$ cat src/rtl/ifu_fetch_ctrl.sv
// Fetch control: one outstanding I$ request, registered instruction FIFO to decode (1 cycle response->o_valid).
// Backpressure: i_ready low holds the FIFO head; new fetches only issue while a FIFO slot is free.
module ifu_fetch_ctrl #(
  parameter logic [31:0] RESET_PC   = 32'h3000_0000,
  parameter int          FIFO_DEPTH = 2
) (
  input  logic        i_clock,
  input  logic        i_reset,
  output logic [31:0] o_pc,
  output logic        o_fetch_valid,
  output logic        o_fencei,
  input  logic [31:0] i_inst,
  input  logic        i_inst_valid,
  output logic [31:0] o_inst,
  output logic [31:0] o_inst_pc,
  output logic        o_valid,
  input  logic        i_ready,
  input  logic        i_redirect,
  input  logic [31:0] i_redirect_pc,
  input  logic        i_fencei_req
);

  localparam int PW = (FIFO_DEPTH > 1) ? $clog2(FIFO_DEPTH) : 1;
  localparam int CW = PW + 1;
  localparam logic [CW-1:0] DEPTH_C = CW'(FIFO_DEPTH);

  typedef enum logic [1:0] {
    S_IDLE,
    S_WAIT,
    S_DISCARD
  } state_t;

  state_t          r_state;
  state_t          w_state_nxt;
  logic            w_issue;
  logic            w_push;
  logic            w_pop;

  logic [31:0]     r_pc;
  logic [31:0]     r_req_pc;
  logic            r_fetch_valid;
  logic            r_fencei;
  logic            r_fence_pend;

  logic [31:0]     r_mem_inst [FIFO_DEPTH];
  logic [31:0]     r_mem_pc   [FIFO_DEPTH];
  logic [PW-1:0]   r_wr_ptr;
  logic [PW-1:0]   r_rd_ptr;
  logic [CW-1:0]   r_count;

  logic            w_unused_pc_lsb;
  assign w_unused_pc_lsb = ^i_redirect_pc[1:0];

  always_ff @(posedge i_clock or negedge i_reset) begin
    if (!i_reset) r_state <= S_IDLE;
    else          r_state <= w_state_nxt;
  end

  // Redirect wins over issue and push; a response coincident with a redirect is dropped.
  always_comb begin
    w_state_nxt = r_state;
    w_issue     = 1'b0;
    w_push      = 1'b0;
    case (r_state)
      S_IDLE: begin
        if (!i_redirect && (r_count < DEPTH_C)) begin
          w_issue     = 1'b1;
          w_state_nxt = S_WAIT;
        end
      end
      S_WAIT: begin
        if (i_redirect) begin
          w_state_nxt = i_inst_valid ? S_IDLE : S_DISCARD;
        end else if (i_inst_valid) begin
          w_push      = 1'b1;
          w_state_nxt = S_IDLE;
        end
      end
      S_DISCARD: begin
        if (i_inst_valid) w_state_nxt = S_IDLE;
      end
      default: w_state_nxt = S_IDLE;
    endcase
  end

  assign w_pop = (r_count != '0) && i_ready && !i_redirect;

  always_ff @(posedge i_clock or negedge i_reset) begin
    if (!i_reset) begin
      r_pc          <= RESET_PC;
      r_req_pc      <= RESET_PC;
      r_fetch_valid <= 1'b0;
      r_fencei      <= 1'b0;
      r_fence_pend  <= 1'b0;
      r_wr_ptr      <= '0;
      r_rd_ptr      <= '0;
      r_count       <= '0;
    end else begin
      r_fetch_valid <= w_issue;
      r_fencei      <= w_issue & r_fence_pend;
      // A fence.i request landing on an issue cycle belongs to the next fetch.
      if (w_issue) begin
        r_req_pc     <= r_pc;
        r_fence_pend <= i_fencei_req;
      end else begin
        r_fence_pend <= r_fence_pend | i_fencei_req;
      end

      if (i_redirect) begin
        r_pc     <= {i_redirect_pc[31:2], 2'b00};
        r_wr_ptr <= '0;
        r_rd_ptr <= '0;
        r_count  <= '0;
      end else begin
        if (w_push) begin
          r_pc     <= r_pc + 32'd4;
          r_wr_ptr <= r_wr_ptr + PW'(1);
        end
        if (w_pop) r_rd_ptr <= r_rd_ptr + PW'(1);
        case ({w_push, w_pop})
          2'b10:   r_count <= r_count + CW'(1);
          2'b01:   r_count <= r_count - CW'(1);
          default: r_count <= r_count;
        endcase
      end
    end
  end

  always_ff @(posedge i_clock) begin
    if (w_push) begin
      r_mem_inst[r_wr_ptr] <= i_inst;
      r_mem_pc[r_wr_ptr]   <= r_pc;
    end
  end

  assign o_pc          = r_req_pc;
  assign o_fetch_valid = r_fetch_valid;
  assign o_fencei      = r_fencei;
  assign o_valid       = (r_count != '0);
  assign o_inst        = r_mem_inst[r_rd_ptr];
  assign o_inst_pc     = r_mem_pc[r_rd_ptr];

endmodule

$ cat config.mk
export PLATFORM = sky130hd
export DESIGN_NAME = ifu_fetch_ctrl
export DESIGN_NICKNAME = d
export VERILOG_FILES = /design/src/rtl/ifu_fetch_ctrl.sv
export SDC_FILE = /design/constraint.sdc
export NUM_CORES = 1
export LEC_CHECK = 0
export ABC_AREA = 0
export CAP_MARGIN = 20
export CORE_ASPECT_RATIO = 0.9
export CORE_UTILIZATION = 27
export CTS_CLUSTER_DIAMETER = 60
export DETAILED_ROUTE_END_ITERATION = 12
export PLACE_DENSITY = 0.48
export SLEW_MARGIN = 40
export SYNTH_ARGS = -nofsm -noshare
export SYNTH_HDL_FRONTEND = slang
export SYNTH_SLANG_ARGS = --single-unit
$ cat constraint.sdc
create_clock -name i_clock -period 15.3 [get_ports i_clock]
set_input_delay 2.295 -clock i_clock [delete_from_list [all_inputs] [get_ports i_clock]]
set_output_delay 2.295 -clock i_clock [all_outputs]
set_load 0.005 [all_outputs]
==> results <==
- Detailed routing placed a total of slightly below 900 microns of wire on met3.
- The worst-margin pin slew is 0.693 ns.
- The category of the worst setup path capture point is an output port.
- The number of inserted diodes is 0.
- The tool flagged a number of max-cap violations equal to 0.
- The area inside the core boundary is 28000 sq um.
- Across every metal layer, demand over resource in global routing totals around 13%.
- The top cell type's share of synthesized area is around 48%.
- The clock tree synthesis step divided the H-tree into 4 levels.
- The run finished with clean final reports.
- The height of the die is 162 microns.
- The clock reaches the later pin of the worst-skew pair after 0.43 ns.
- The initial antenna violation count is 0.
- The launch instance of the worst min-delay path is r_fence_pend.
- No sink is reached through more buffers than the 2 on the longest clock path.
- The data arrival time at the worst-slack endpoint is between 2 and 2.5 ns.
- The clock period could shrink to 4.47 ns.
- After synthesis, the cell types taking the most area are sky130_fd_sc_hd__edfxtp_1 48%, sky130_fd_sc_hd__dfrtp_1 21%, sky130_fd_sc_hd__mux2_2 13%, sky130_fd_sc_hd__o21ai_0 1.4%, sky130_fd_sc_hd__a31oi_1 1.4%.
- The minimum hold slack is roughly 0.48 ns.
- After legalization and detailed placement, the total HPWL measured around 12000 microns.
- The total I/O pin count is roughly 170.
- The fraction of layout cells with a size suffix above 1 is between 20% and 30%.
- Among all flip-flop cells after synthesis, the most frequent one is sky130_fd_sc_hd__edfxtp_1.
- The number of hold buffers added after CTS was 0.
- The static leakage is about 0.0036 uW.
- TritonCTS built the clock tree.
- Summed over all instances, the cell type with the most area after synthesis is sky130_fd_sc_hd__edfxtp_1.
- The total routed wirelength is around 18000 microns.
- The layout net count is 733.
- The cell count after synthesis came out at ~500.
- The x dimension of the die is 180 microns.
- The signal on the critical path passes through buf_12, mux2_2, clkdlybuf4s50_1.
- The endpoint of the worst register-to-register path is r_pc[28].
- The Yosys warning count is 0.
- The iteration count of the initial detailed-routing pass is 4.
- The number of cells on the worst reg-to-reg path is 5.
- The end point of the most critical hold path is o_fencei.
- The delay contributed by the slowest stage of the critical path is 0.64 ns.
- The number of design-rule violations left by the first detailed-router iteration is ~240.
- Among all cell types in the netlist, the one instantiated most often is sky130_fd_sc_hd__edfxtp_1.
- The async set or reset register ratio after synthesis is 35.8%.
- The largest clock skew in the final design is about 0.0084 ns.
- The via count of the first global-routing pass is roughly 4800.
- The average cell area after synthesis is between 15 and 20 sq um.
- In the final timing run, aggregate negative setup slack is 0 ns.
- Setup repair after global routing left no endpoint under its margin.
- The ratio of final minimum period to clock period is 29.2%.
- The root buffer selected by CTS is sky130_fd_sc_hd__clkbuf_16.
- The clock transition at the registers of the reported paths is 0.07 ns.
- The met1 wire length is about 8600 microns.
- Compared with the post-synthesis result, the final layout area differs by 34.5%.
- Of the synthesized area, sequential elements account for between 70% and 80%.
- The number of core rows is between 50 and 60.
- The worst pin sits at a relative slew slack of a little over half.
- The worst-case register-to-register setup slack is between 10 and 15 ns.
- The number of distinct library cell variants in the gate-level netlist after synthesis is 43.
- The number of nets with antenna violations after detailed routing is 0.
- Entering global routing, the biggest net connects 70 pins.
- The launch point of the worst path is r_rd_ptr.
- For this design, the slowest cell found on the critical path is sky130_fd_sc_hd__dfrtp_4.
- Across the VDD grid, the largest voltage drop is 0.0654 mV.
- The setup fix buffers added after clock tree synthesis is 0.
- The final hold violation count was 0.
- In the final routed layout, each cell accounts on average for 17.4 microns.
- The highest net fanout along the worst path is 25.
- Routed signal wires occupy layers up through met4.
- The number of buffers added by the clock tree synthesis step is 17.
- The routed design uses about 8400 microns of met2 wire.
- The count of flip-flops with a built-in enable after synthesis is between 100 and 150.
- The number of I/O port buffers is about 160.
- At the worst endpoint, the required time is 13.01 ns.
- The maximum operating frequency is about 0.22 GHz.
- The reg-to-reg critical path startpoint is r_pc[2].
- The remaining global-route overflow is 0.
- The initial utilization of the core area, before any placement, comes to roughly 28%.
- The path class of the tightest hold or removal check is register to register.
- The number of setup violations in the final report is 0.
- The total of flip-flops plus latches after synthesis is 193.
- The die covers roughly 29000 sq um.
- The count of final max-slew check failures is 0.
- The mapped netlist covers 7710 sq um.
- The congestion estimate from routability-driven global placement came to around 0.71.
- Counting instances, the worst hold path has a depth of 1.
- The worst setup path is launched from a register.
- Counting instances in the post-synthesis netlist gives the leading cell types as 124 x sky130_fd_sc_hd__edfxtp_1, 92 x sky130_fd_sc_hd__mux2_2, 65 x sky130_fd_sc_hd__dfrtp_1.
- The worst setup path is of the register to output port kind.
- Counting every sink on the clock net gives between 150 and 200.
- The routed layout has around 4700 vias.
- The first global-routing pass estimated between 20000 and 30000 microns of wire.
- The number of gates resized after CTS was 0.
- The DRC violation count after routing is 0.
- Using the TritonRoute via totals, the vias-per-cell ratio works out to around 4.5.
- In this run the power density over the cells is 117 nW/um^2.
area by class of cell:
cell class / count / area, sq um
Fill cell: 2662 / 17600
Sequential cell: 193 / 5460
Multi-Input combinational cell: 275 / 2150
Timing Repair Buffer: 170 / 1740
Tap cell: 360 / 450
Clock buffer: 20 / 447
Clock inverter: 12 / 103
Inverter: 5 / 18.8
metal layers:
metal	vias to the layer above	track usage [%]
li1	2222	-
met1	2309	17.6
met2	138	20.0
met3	13	3.41
met4	0	3.61
met5	-	0
worst max-delay path: cells and delay by family, from the launching register on:
| family | cells | cell delay (ns) |
|---|---|---|
| buffers and inverters | 2 | 0.74 |
| flip-flops | 1 | 0.64 |
| multiplexers | 1 | 0.35 |
placed cells by master, fill, tap and decap left out, types with 14 or more instances in the layout:
master,Yosys,layout
sky130_fd_sc_hd__clkdlybuf4s50_1,0,161
sky130_fd_sc_hd__mux2_2,92,92
sky130_fd_sc_hd__a31oi_1,17,17
sky130_fd_sc_hd__clkbuf_16,0,17
sky130_fd_sc_hd__dfrtp_1,65,64
sky130_fd_sc_hd__nand2_1,24,24
sky130_fd_sc_hd__edfxtp_1,124,124
sky130_fd_sc_hd__or4_1,14,14
sky130_fd_sc_hd__nor2_1,20,20
sky130_fd_sc_hd__o21ai_0,22,22
through the flow:
step | cell area [sq um] | total power (uW) | cells | setup WS, ns | util [%]
after floorplan | 7720 | 693 | 500 | 7.82 | -
after global placement | 9720 | 796 | 999 | 10.42 | 34.7
after detailed placement | 9820 | 802 | 1003 | 10.51 | 35.1
after CTS | 10400 | 1230 | 1035 | 10.76 | 37.0
after global routing | 10400 | 1270 | 1035 | 10.73 | 37.0
final | 10400 | 1210 | 1035 | 10.83 | 37.0
power by group:
group	switching (uW)	leakage (uW)	internal [uW]	total [uW]
Combinational	57.9	0.00137	102	160
Clock	205	0.000270	217	422
Sequential	31.7	0.00193	596	628
cell families (layout without fill, tap and decap cells):
logic type               Yosys count  in the layout  synth area share (%)
flip-flops                       193            193                  70.8
AND/OR/NAND/NOR                  108            108                  7.74
multiplexers                      93             93                  13.6
AO/OA/AOI/OAI                     56             56                  4.45
buffers and inverters             32            207                  1.80
XOR/XNOR                          13             13                  1.48
adder cells (fa/ha/maj)            1              1                 0.162
other                              1              4                0.0486
worst max-delay path by stage:
| stage | cells past startpoint | end |
|---|---|---|
| 2_1_floorplan | 3 | r_mem_inst[0][0] |
| 3_3_place_gp | 4 | r_mem_inst[1][5] |
| 3_5_place_dp | 5 | r_pc[31] |
| 4_1_cts | 3 | o_inst_pc[19] |
| 5_1_grt | 3 | o_inst_pc[19] |
| 6_report | 3 | o_inst_pc[18] |
registers in the layout (all words and copies together), names as in the netlist:
name / count
r_pc: 30
r_fence_pend: 1
o_fetch_valid: 1
r_rd_ptr: 1
r_mem_inst: 64
r_count: 2
o_fencei: 1
r_wr_ptr: 1
r_mem_pc: 60
o_pc: 30
r_state: 2
Power figures use the tool's default switching activity.
